## config.mk

```make
export PLATFORM = sky130hd
export DESIGN_NAME = regfile_wb_arbiter
export DESIGN_NICKNAME = d
export VERILOG_FILES = /design/src/rtl/regfile_wb_arbiter.sv
export SDC_FILE = /design/constraint.sdc
export NUM_CORES = 1
export LEC_CHECK = 0
export BUFFER_PORTS_ARGS = -buffer_cell sky130_fd_sc_hd__buf_4
export CAP_MARGIN = 20
export CORE_MARGIN = 10
export CORE_UTILIZATION = 50
export DETAILED_ROUTE_END_ITERATION = 16
export PLACE_DENSITY = 0.91
export SLEW_MARGIN = 0
export SYNTH_ARGS = -nofsm -noshare
export SYNTH_HDL_FRONTEND = slang
export SYNTH_SLANG_ARGS = --single-unit
```

## constraint.sdc

```tcl
create_clock -name clk -period 2.85 [get_ports clk]
set_clock_uncertainty 0.1 [all_clocks]
set_input_delay 0.285 -clock clk [delete_from_list [all_inputs] [get_ports clk]]
set_output_delay 0.285 -clock clk [all_outputs]
set_load 0.05 [all_outputs]
```

## src/rtl/regfile_wb_arbiter.sv

```systemverilog
// Writeback arbiter for the register file's single write port. After reset it clears x1..x31,
// then shares the port between port A (ALU) and port B (load) with round-robin arbitration.
module regfile_wb_arbiter #(
    parameter int DATA_W  = 32,
    parameter int ADDR_W  = 5,
    parameter int INIT_EN = 1,
    parameter int CNT_W   = 16
) (
    input  logic              clk,
    input  logic              reset_n,
    input  logic              a_valid,
    input  logic [ADDR_W-1:0] a_addr,
    input  logic [DATA_W-1:0] a_data,
    output logic              a_ready,
    input  logic              b_valid,
    input  logic [ADDR_W-1:0] b_addr,
    input  logic [DATA_W-1:0] b_data,
    output logic              b_ready,
    output logic              rf_we,
    output logic [ADDR_W-1:0] rf_waddr,
    output logic [DATA_W-1:0] rf_wdata,
    output logic              init_done,
    output logic [CNT_W-1:0]  stall_cnt
);

    typedef enum logic {
        ST_INIT = 1'b0,
        ST_RUN  = 1'b1
    } state_t;

    localparam state_t           RESET_STATE = (INIT_EN != 0) ? ST_INIT : ST_RUN;
    localparam logic [CNT_W-1:0] CNT_MAX     = '1;

    state_t              state_q;
    logic [ADDR_W-1:0]   sweep_q;
    logic                last_b_q;
    logic                rf_we_q;
    logic [ADDR_W-1:0]   rf_waddr_q;
    logic [DATA_W-1:0]   rf_wdata_q;
    logic                init_done_q;
    logic [CNT_W-1:0]    stall_q;
    logic [CNT_W-1:0]    stall_d;

    logic run;
    logic grant_a;
    logic grant_b;
    logic stall;

    // On a tie the port that did not win last time gets the slot.
    always_comb begin
        run     = (state_q == ST_RUN);
        grant_a = a_valid & (~b_valid | last_b_q);
        grant_b = b_valid & (~a_valid | ~last_b_q);
        a_ready = run & grant_a;
        b_ready = run & grant_b;
        stall   = run & ((a_valid & ~grant_a) | (b_valid & ~grant_b));
        stall_d = stall_q;
        if (stall && (stall_q != CNT_MAX)) begin
            stall_d = stall_q + CNT_W'(1);
        end
    end

    always_ff @(posedge clk or negedge reset_n) begin
        if (!reset_n) begin
            state_q     <= RESET_STATE;
            sweep_q     <= ADDR_W'(1);
            last_b_q    <= 1'b1;
            rf_we_q     <= 1'b0;
            rf_waddr_q  <= '0;
            rf_wdata_q  <= '0;
            init_done_q <= 1'b0;
            stall_q     <= '0;
        end else begin
            case (state_q)
                ST_INIT: begin
                    // The sweep counter wraps to zero once the top register has been issued.
                    if (sweep_q == '0) begin
                        rf_we_q     <= 1'b0;
                        init_done_q <= 1'b1;
                        state_q     <= ST_RUN;
                    end else begin
                        rf_we_q    <= 1'b1;
                        rf_waddr_q <= sweep_q;
                        rf_wdata_q <= '0;
                        sweep_q    <= sweep_q + ADDR_W'(1);
                    end
                end
                ST_RUN: begin
                    init_done_q <= 1'b1;
                    stall_q     <= stall_d;
                    if (a_ready) begin
                        rf_we_q    <= (a_addr != '0);
                        rf_waddr_q <= a_addr;
                        rf_wdata_q <= a_data;
                        last_b_q   <= 1'b0;
                    end else if (b_ready) begin
                        rf_we_q    <= (b_addr != '0);
                        rf_waddr_q <= b_addr;
                        rf_wdata_q <= b_data;
                        last_b_q   <= 1'b1;
                    end else begin
                        rf_we_q <= 1'b0;
                    end
                end
                default: state_q <= RESET_STATE;
            endcase
        end
    end

    assign rf_we     = rf_we_q;
    assign rf_waddr  = rf_waddr_q;
    assign rf_wdata  = rf_wdata_q;
    assign init_done = init_done_q;
    assign stall_cnt = stall_q;

endmodule

```

==> reports/results.ini <==
[power_and_ir_drop]
ir_worst_vdd_mv = 0.426
swShare = 0.369
p_switching_mw = 1.01
combPwrFrac = 0.332
intPower_mw = 1.73
power.share.sequential = 0.398
p_per_area_nw_per_um2 = 629
leakagePower_nw = 2.14
clock_power_share = 0.270

[hold_path]
min_path_type = in -> reg
holdPathStages = 2

[sta]
setup_violations = 0
finalSetupTns_ps = 0
fin_hold_ws_ps = 145
rsz0062_at_grt = false
fmax_mhz = 413
slew_violations = 0
min_period_ps = 2420
hold_violations = 0
slew_headroom = 0.471
min_period_over_period = 0.850
tightest_slew_ps = 793

[finish]
areaGrowthSynthToFinish_pct = 41.8
final_common_cell = buf_4
nets = 504
diodes = 0
most-common-layout-cells = 136 x buf_4, 60 x dfrtp_1, 42 x nand2_1
drive_above_1_share = 0.391

[clocking]
clock-sinks = 62
cts-buffers-inserted = 9
cts_root_buf = clkbuf_8
cts-htree-levels = 3
cts_setup_buffers = 0
clk_path_buf_depth = 2
insertion_delay_ps = 320
cts_resized = 0
ctsHoldBuffers = 1
cts_tree = done
clk_pin_slew_ps = 70

[synth]
synth_largest_area_cell = dfrtp_1
syn-num-nets = 371
syn-cell-area_um2 = 3070
synthArstFlopShare = 1.00
synthesis.instances = 290
yosysSeqAreaShare = 0.507
yosys_warnings = 0
syn_area_per_cell_um2 = 10.6
synth_edf_count = 0
synth_top_area_share = 0.489
ys_ff_latch = 62
ys_top_cells_by_area = dfrtp_1 49%, mux2i_1 10%, o22ai_1 6.9%, nand2_1 5.1%, xnor2_1 2.3%
yosysUniqueCellTypes = 45
synth-main-ff-cell = dfrtp_1

[floorplanning]
dieArea_um2 = 9670
start_util = 0.515
core-area_um2 = 5960
rows = 28
die_w_um = 98.3
die_h_um = 98.3
ios = 135

[route]
via_count = 2761
wl_um = 9180
drc = 0
dr.first_iter.drc_count = 114
vias_per_cell = 5.50
drtAntennaViolNets = 0
wire_per_inst_um = 18.3
firstDrtPassIters = 4

[placed_design]
hpwlAfterDp_um = 7240
port_buffers = 134
place_congestion = 0.829

[job]
maxCapViolCount = 0

[worst_setup_path]
worstPathRequired_ps = 2470
r2r_slack_ps = 620
r2r-end = rf_wdata[0]
rr_worst_depth = 5
end_kind = output pin
critPathKind = reg -> out
critical_path.startpoint = last_b_q
start_kind = flip-flop
crit_path_end = a_ready
arrival_ps = 2040
r2r_start = last_b_q
critPathMaxFanout = 16

[status]
status = completed

[global_route]
overflow = 0
grt_usage = 0.188
grt_max_degree = 63
antenna_found_initial = 0
grt_pass1_vias = 3063
grt_pass1_wl_um = 14900

## metrics by stage
step / util / worst slack, ps / total power [mW] / std cells / cell area [um^2]
floorplan: - / 724 / 1.66 / 290 / 3070
global placement: 0.697 / 754 / 1.99 / 486 / 4150
detailed placement: 0.697 / 641 / 2.02 / 486 / 4150
CTS: 0.730 / 412 / 2.76 / 502 / 4350
global route: 0.730 / 294 / 2.86 / 502 / 4350
finish: 0.730 / 427 / 2.73 / 502 / 4350
## cell type report
| class | count | area [um^2] |
|---|---|---|
| flip-flops and latches | 62 | 1550 |
| repair buffers | 139 | 1070 |
| clock inverters | 4 | 47.5 |
| fillers | 455 | 1610 |
| well taps | 75 | 93.8 |
| clock buffers | 11 | 141 |
| multi-input cells | 205 | 1420 |
| inverters | 6 | 22.5 |
## critical path: stages (launching register included)
cell and delay (ps):
dfstp_2 560, nand2b_1 290, nand3_2 470, inv_1 170
buf_4 220
## synth_stat cells (4+ instances only)
cell type and instances:
a21oi_1 8, a31oi_1 4, buf_2 4, buf_4 5, clkbuf_1 8, dfrtp_1 60
inv_1 6, mux2i_1 32, nand2_1 42, nand3_1 9, nor2_1 12, nor3_1 5
o22ai_1 34, xnor2_1 8, xor2_1 4
## cell families (layout without fill, tap and decap cells)
logic type | count (synthesis) | in the layout | share of synthesized area
simple gates | 92 | 92 | 0.161
xor+xnor | 12 | 12 | 0.0343
mux | 34 | 34 | 0.113
compound gates | 64 | 64 | 0.137
flops | 62 | 62 | 0.507
fa+ha+maj | 3 | 3 | 0.0122
buf+inv | 23 | 160 | 0.0359
## registers in the layout, indices dropped and copies added, names as in the netlist
| signal | flops |
|---|---|
| init_done | 1 |
| last_b_q | 1 |
| rf_waddr | 5 |
| rf_wdata | 32 |
| rf_we | 1 |
| run | 1 |
| stall_cnt | 16 |
| sweep_q | 5 |
## per-layer routing
| metal | track usage | vias to the layer above | share of wire | wire length (um) |
|---|---|---|---|---|
| met5 | 0 | - | 0 | 0 |
| met4 | 0.0871 | 0 | 0.022 | 203 |
| met3 | 0.0705 | 18 | 0.085 | 782 |
| met2 | 0.318 | 113 | 0.50 | 4610 |
| met1 | 0.203 | 1308 | 0.39 | 3580 |
| li1 | - | 1322 | - | - |
## how the worst min path moves through the flow
stage               startpoint            to  slack (ps)
finish                 a_valid      last_b_q         140
global route        a_data[10]  rf_wdata[10]         140
CTS                    a_valid      last_b_q         130
detailed placement     reset_n  stall_cnt[5]         320
global placement       reset_n  stall_cnt[5]         310
floorplan              reset_n     init_done        -110
## power by group through the flow
stage | sequential [mW] | clock, mW | combinational (mW)
after global placement | 1.10 | 0 | 0.895
after CTS | 1.09 | 0.751 | 0.918
after floorplan | 1.44 | 0 | 0.223
after detailed placement | 1.10 | 0 | 0.917
final | 1.09 | 0.738 | 0.907
after global routing | 1.10 | 0.797 | 0.963
Note: power is estimated with default switching activity, not from simulation.
